<file path="config.mk">
export PLATFORM = sky130hd
export DESIGN_NAME = fetch_stage
export DESIGN_NICKNAME = d
export VERILOG_FILES = /design/src/rtl/fetch_stage.sv
export SDC_FILE = /design/constraint.sdc
export NUM_CORES = 1
export LEC_CHECK = 0
export CORE_MARGIN = 3
export CORE_UTILIZATION = 38
export CTS_BUF_LIST = sky130_fd_sc_hd__clkbuf_2 sky130_fd_sc_hd__clkbuf_4 sky130_fd_sc_hd__clkbuf_8
export CTS_CLUSTER_SIZE = 10
export DETAILED_ROUTE_END_ITERATION = 7
export PLACE_DENSITY = 0.88
export SLEW_MARGIN = 0
export SYNTH_ARGS = -nofsm -noshare
export SYNTH_HDL_FRONTEND = slang
export SYNTH_SLANG_ARGS = --single-unit
export TNS_END_PERCENT = 5
</file>
<file path="constraint.sdc">
create_clock -name clock -period 6.1 [get_ports clock]
set_clock_uncertainty 0.1 [all_clocks]
set_input_delay 1.525 -clock clock [delete_from_list [all_inputs] [get_ports clock]]
set_output_delay 1.525 -clock clock [all_outputs]
set_load 0.01 [all_outputs]
</file>
<file path="src/rtl/fetch_stage.sv">
// Instruction-fetch stage: owns the PC, drives the synchronous ROM address and
// hands the fetched word to the F/D latch, squashing wrong-path fetches to NOP.
//
// state    | meaning
// UNPRIMED | first cycle after reset; ROM output is stale, PC holds
// PRIMED   | ROM output valid for the current pc; normal fetch
module fetch_stage #(
  parameter int                  PC_WIDTH   = 12,
  parameter int                  INST_WIDTH = 32,
  parameter logic [PC_WIDTH-1:0] RESET_PC   = '0,
  parameter int                  CNT_WIDTH  = 16
) (
  input  logic                  clock,
  input  logic                  reset,
  input  logic                  stall,
  input  logic                  redirect,
  input  logic [PC_WIDTH-1:0]   redirectPc,
  output logic [PC_WIDTH-1:0]   imemAddr,
  input  logic [INST_WIDTH-1:0] imemData,
  output logic [INST_WIDTH-1:0] instOut,
  output logic [PC_WIDTH-1:0]   seqNextPcOut,
  output logic                  fetchEnable,
  output logic                  flushOut,
  output logic [PC_WIDTH-1:0]   pcOut,
  output logic [CNT_WIDTH-1:0]  fetchCount
);

  localparam logic [PC_WIDTH-1:0]  PC_ONE  = PC_WIDTH'(1);
  localparam logic [CNT_WIDTH-1:0] CNT_ONE = CNT_WIDTH'(1);

  typedef enum logic {
    UNPRIMED = 1'b0,
    PRIMED   = 1'b1
  } fetchState_t;

  fetchState_t          state;
  logic [PC_WIDTH-1:0]  pc;
  logic [PC_WIDTH-1:0]  pcInc;
  logic [PC_WIDTH-1:0]  pcNext;
  logic                 primed;
  logic                 countEnable;

  assign primed = (state == PRIMED);
  assign pcInc  = pc + PC_ONE;

  // The priming cycle holds pc so the ROM captures RESET_PC and the first
  // valid word out is the one at RESET_PC rather than RESET_PC+1.
  always_comb begin
    pcNext = pcInc;
    if (redirect) begin
      pcNext = redirectPc;
    end else if (stall || !primed) begin
      pcNext = pc;
    end
  end

  assign imemAddr     = pcNext;
  assign pcOut        = pc;
  assign seqNextPcOut = pcInc;
  assign instOut      = (!primed || redirect || reset) ? '0 : imemData;
  assign fetchEnable  = primed & (~stall | redirect);
  assign flushOut     = redirect & ~reset;
  assign countEnable  = fetchEnable & ~redirect;

  always_ff @(posedge clock or posedge reset) begin
    if (reset) begin
      state      <= UNPRIMED;
      pc         <= RESET_PC;
      fetchCount <= '0;
    end else begin
      pc <= pcNext;
      case (state)
        UNPRIMED: state <= PRIMED;
        PRIMED:   state <= PRIMED;
        default:  state <= UNPRIMED;
      endcase
      if (countEnable) begin
        fetchCount <= fetchCount + CNT_ONE;
      end
    end
  end

endmodule

</file>
# Word level (Yosys, flattened, before mapping)
# Cells that the tools add are included.
# word_totals
ff_bits	29
# op_classes
addsub	2
mux	3
bitwise	7
n_reduce_logical	4
# op_table
operator	n
$mux 32	1
$mux 12	2
$add 16x1->16 const B	1
$add 12x1->12 const B	1
$and 1x1->1	3
$logic_or 1x1->1	3
$not 1->1	3
$logic_not 1->1	1
$or 1x1->1	1

# Longest topological paths before layout
# logic_depth
depth_word	4
depth_mapped	5
mapped_depth_nobuf	5

# Worst setup path before layout
# Ideal clock, no wire load.
# synth_timing
path_kind	input to output
startpoint	input port reset
endpoint	output port instOut[10]
t_arrival_ps	2854
setup_slack_ps	1621
cell_stages	4
path_buffers	1
cell_sequence	inv_1 and3_1 clkbuf_1 and2_1
# synth_between
elab_chain_len	2
# synth_lines
item	line	rtl
start: declaration	14	input logic reset,
$logic_or 1x1->1	60	assign instOut = (!primed || redirect || reset) ? '0 : imemData;
$mux 32	60	
end: declaration	20	output logic [INST_WIDTH-1:0] instOut,
# No other way between the ends.

# Worst setup path in the final report
# layout_timing
startpoint	input port redirect
endpoint	output port instOut[20]
# layout_between
elab_chain_len	3
# layout_lines
item	line	rtl
start: declaration	16	input logic redirect,
$logic_or 1x1->1 (2 in a row)	60	
$mux 32	60	
# No other way between the ends.

==> results.ini <==
[outcome]
outcome=complete, no violations

[routing]
drt_pass1_iterations=4
drc=0
drt-total-wl_mm=5.84
viasPerCell=4.76
route.detailed.wl_per_inst_um=15.3
num_vias=1813
drt_iter0_drc=112
ant_nets=0

[floorplanning]
dieArea_mm2=0.00550
die_h_um=74.1
core_region_area_mm2=0.00441
rows=24
initial_core_util_pct=40.0
die_w_um=74.1
ios=134

[placement]
dp_hpwl_mm=4.66
dpl_worst_slack_ns=0.972
portBuffers=133
gp_congestion=0.896

[yosys]
syn_avg_cell_area_um2=9.09
synth-seq-cells=29
async_flop_share_pct=100
synth_edf_count=0
ys_seq_area_share_pct=41.1
synth_fp_nets=244
synth_ff_type=dfrtp_1
synth-warning-count=0
syn_inst=194
syn_area_mm2=0.00176
ys_types=30

[global_route]
grt_pass1_vias=1754
antenna_found_initial=0
grt_util_all_layers_pct=21.0
grt_pass1_wl_mm=8.96
grt_start_max_net_pins=33
grt-ovfl-total=0

[timing]
slew_headroom_pct=48.5
post-route-period-util_pct=84.3
slew_viol_final=0
tightest_slew_ns=0.772
tns_ns=0
rsz0062_at_grt=no
min_period_ns=5.14
postLayoutSetupSlackWorst_ns=0.956
max_freq_mhz=194
final_hold_viol_count=0
setup_violations=0

[critical_path]
r2r-end=pcOut[10]
path_cells=clkdlybuf4s50_1 > inv_1 > and3_1 > and2_1 > clkdlybuf4s50_1
rr_worst_depth=5
endpoint=instOut[20]
cp-start-kind=input pin
crit_slowest_cell=and3_1
cp.required_ns=4.47
r2r-start=pcOut[0]
path_max_fanout=32
crit_top_cell=clkdlybuf4s50_1
regToRegSetupSlack_ns=4.34
worstPathArrival_ns=3.52
critPathKind=input pin to primary output
cp-startpoint=redirect
slowest_delay_ns=0.67
end_kind=primary output

[clock_tree]
clk_pin_slew_ns=0.06
post_cts_buffers=0
cts_buffers=5
root_buffer=clkbuf_8
clock_path_buffers=2
cts_hold_buf=0
cts_tree=built
cts_resized=0
clk_latency_ns=0.27
cts_max_level=2
cts_num_sinks=29

[min_path]
whs_path_depth=1
hp-class=register to register

[pwr]
clkPwrFrac_pct=27.1
power.density_mw_per_mm2=199
sw_frac_of_total_pct=29.7
p_switching_uw=192
p_leak_nw=1.30
pwr-share-seq_pct=38.9
peakVddDrop_mv=0.191
share_comb_of_total_power_pct=33.9
internal_power_uw=453
finalPower_uw=645

[layout]
most-common-layout-cells=clkdlybuf4s50_1, and2_1, dfrtp_1
n_fill_cell=337
drive_gt1_share_pct=3.95
final_common_cell=clkdlybuf4s50_1
syn_to_final_growth_pct=83.8
diodes=0
fin_nets=378

[flow_run]
maxCapViolCount=0

## layout make-up
cell class	count	area, um^2	area share (%)
clock buffer	7	96.3	2.97
clock inverter	1	5.00	0.154
inverter	5	18.8	0.579
multi-input combinational	152	986	30.4
sequential	29	726	22.4
tap	52	65.1	2.01
timing repair buffer	135	1350	41.5
## synth_stat cells (all sizes together), types with 3 or more instances
master	number	share of area (%)
and2	32	11
dfrtp	29	41
xnor2	26	13
nand2	21	4.5
o21ai	12	3.4
xor2	10	5.0
nand3	9	2.6
nor2	9	1.9
nand4	7	2.5
nor3	7	2.9
clkbuf	5	1.1
inv	5	1.1
and4	3	1.5
buf	3	0.85
## sequential cells by signal (all words and copies together), names as in the netlist
signal,flops
primed,1
pcOut,12
fetchCount,16
## power groups by stage
stage	Clock, mW	Combinational, mW	Sequential (mW)
floorplan	0	0.0771	0.257
global placement	0	0.217	0.253
detailed placement	0	0.220	0.254
CTS	0.178	0.221	0.251
global route	0.187	0.235	0.255
finish	0.175	0.219	0.251
## cell families after synthesis
| kind of cell | Yosys count | synth area share, % |
|---|---|---|
| other cells | 1 | 0.213 |
| buf+inv | 13 | 2.98 |
| fa+ha+maj | 2 | 1.42 |
| simple gates | 98 | 31.3 |
| flops | 29 | 41.1 |
| xor+xnor | 36 | 17.9 |
| mux | 2 | 1.21 |
| compound gates | 13 | 3.83 |
## critical path, delay by kind of cell
kind,cells,cell delay (ns)
and+or+nand+nor,2,0.91
buffers and inverters,3,1.08
## routing by layer
layer	global-route usage, %	part of all wire [%]
met1	29.5	44
met2	34.3	49
met3	4.32	5.9
met4	3.02	0.36
met5	0	0
## through the flow
| stage | util (%) | std cells | cell area (um^2) | hold slack [ns] |
|---|---|---|---|---|
| after floorplan | - | 194 | 1760 | 0.408 |
| after global placement | 71.2 | 373 | 3140 | 0.360 |
| after detailed placement | 71.2 | 373 | 3140 | 0.373 |
| after CTS | 73.5 | 381 | 3240 | 0.386 |
| after global routing | 73.5 | 381 | 3240 | 0.396 |
| final | 73.5 | 381 | 3240 | 0.385 |
## worst min path at each step
| stage | from | to |
|---|---|---|
| 2_1_floorplan | fetchCount[15] | fetchCount[15] |
| 3_3_place_gp | fetchCount[15] | fetchCount[15] |
| 3_5_place_dp | fetchCount[15] | fetchCount[15] |
| 4_1_cts | fetchCount[15] | fetchCount[15] |
| 5_1_grt | fetchCount[15] | fetchCount[15] |
| 6_report | fetchCount[15] | fetchCount[15] |
No activity file was read; power rests on OpenSTA's default activity.
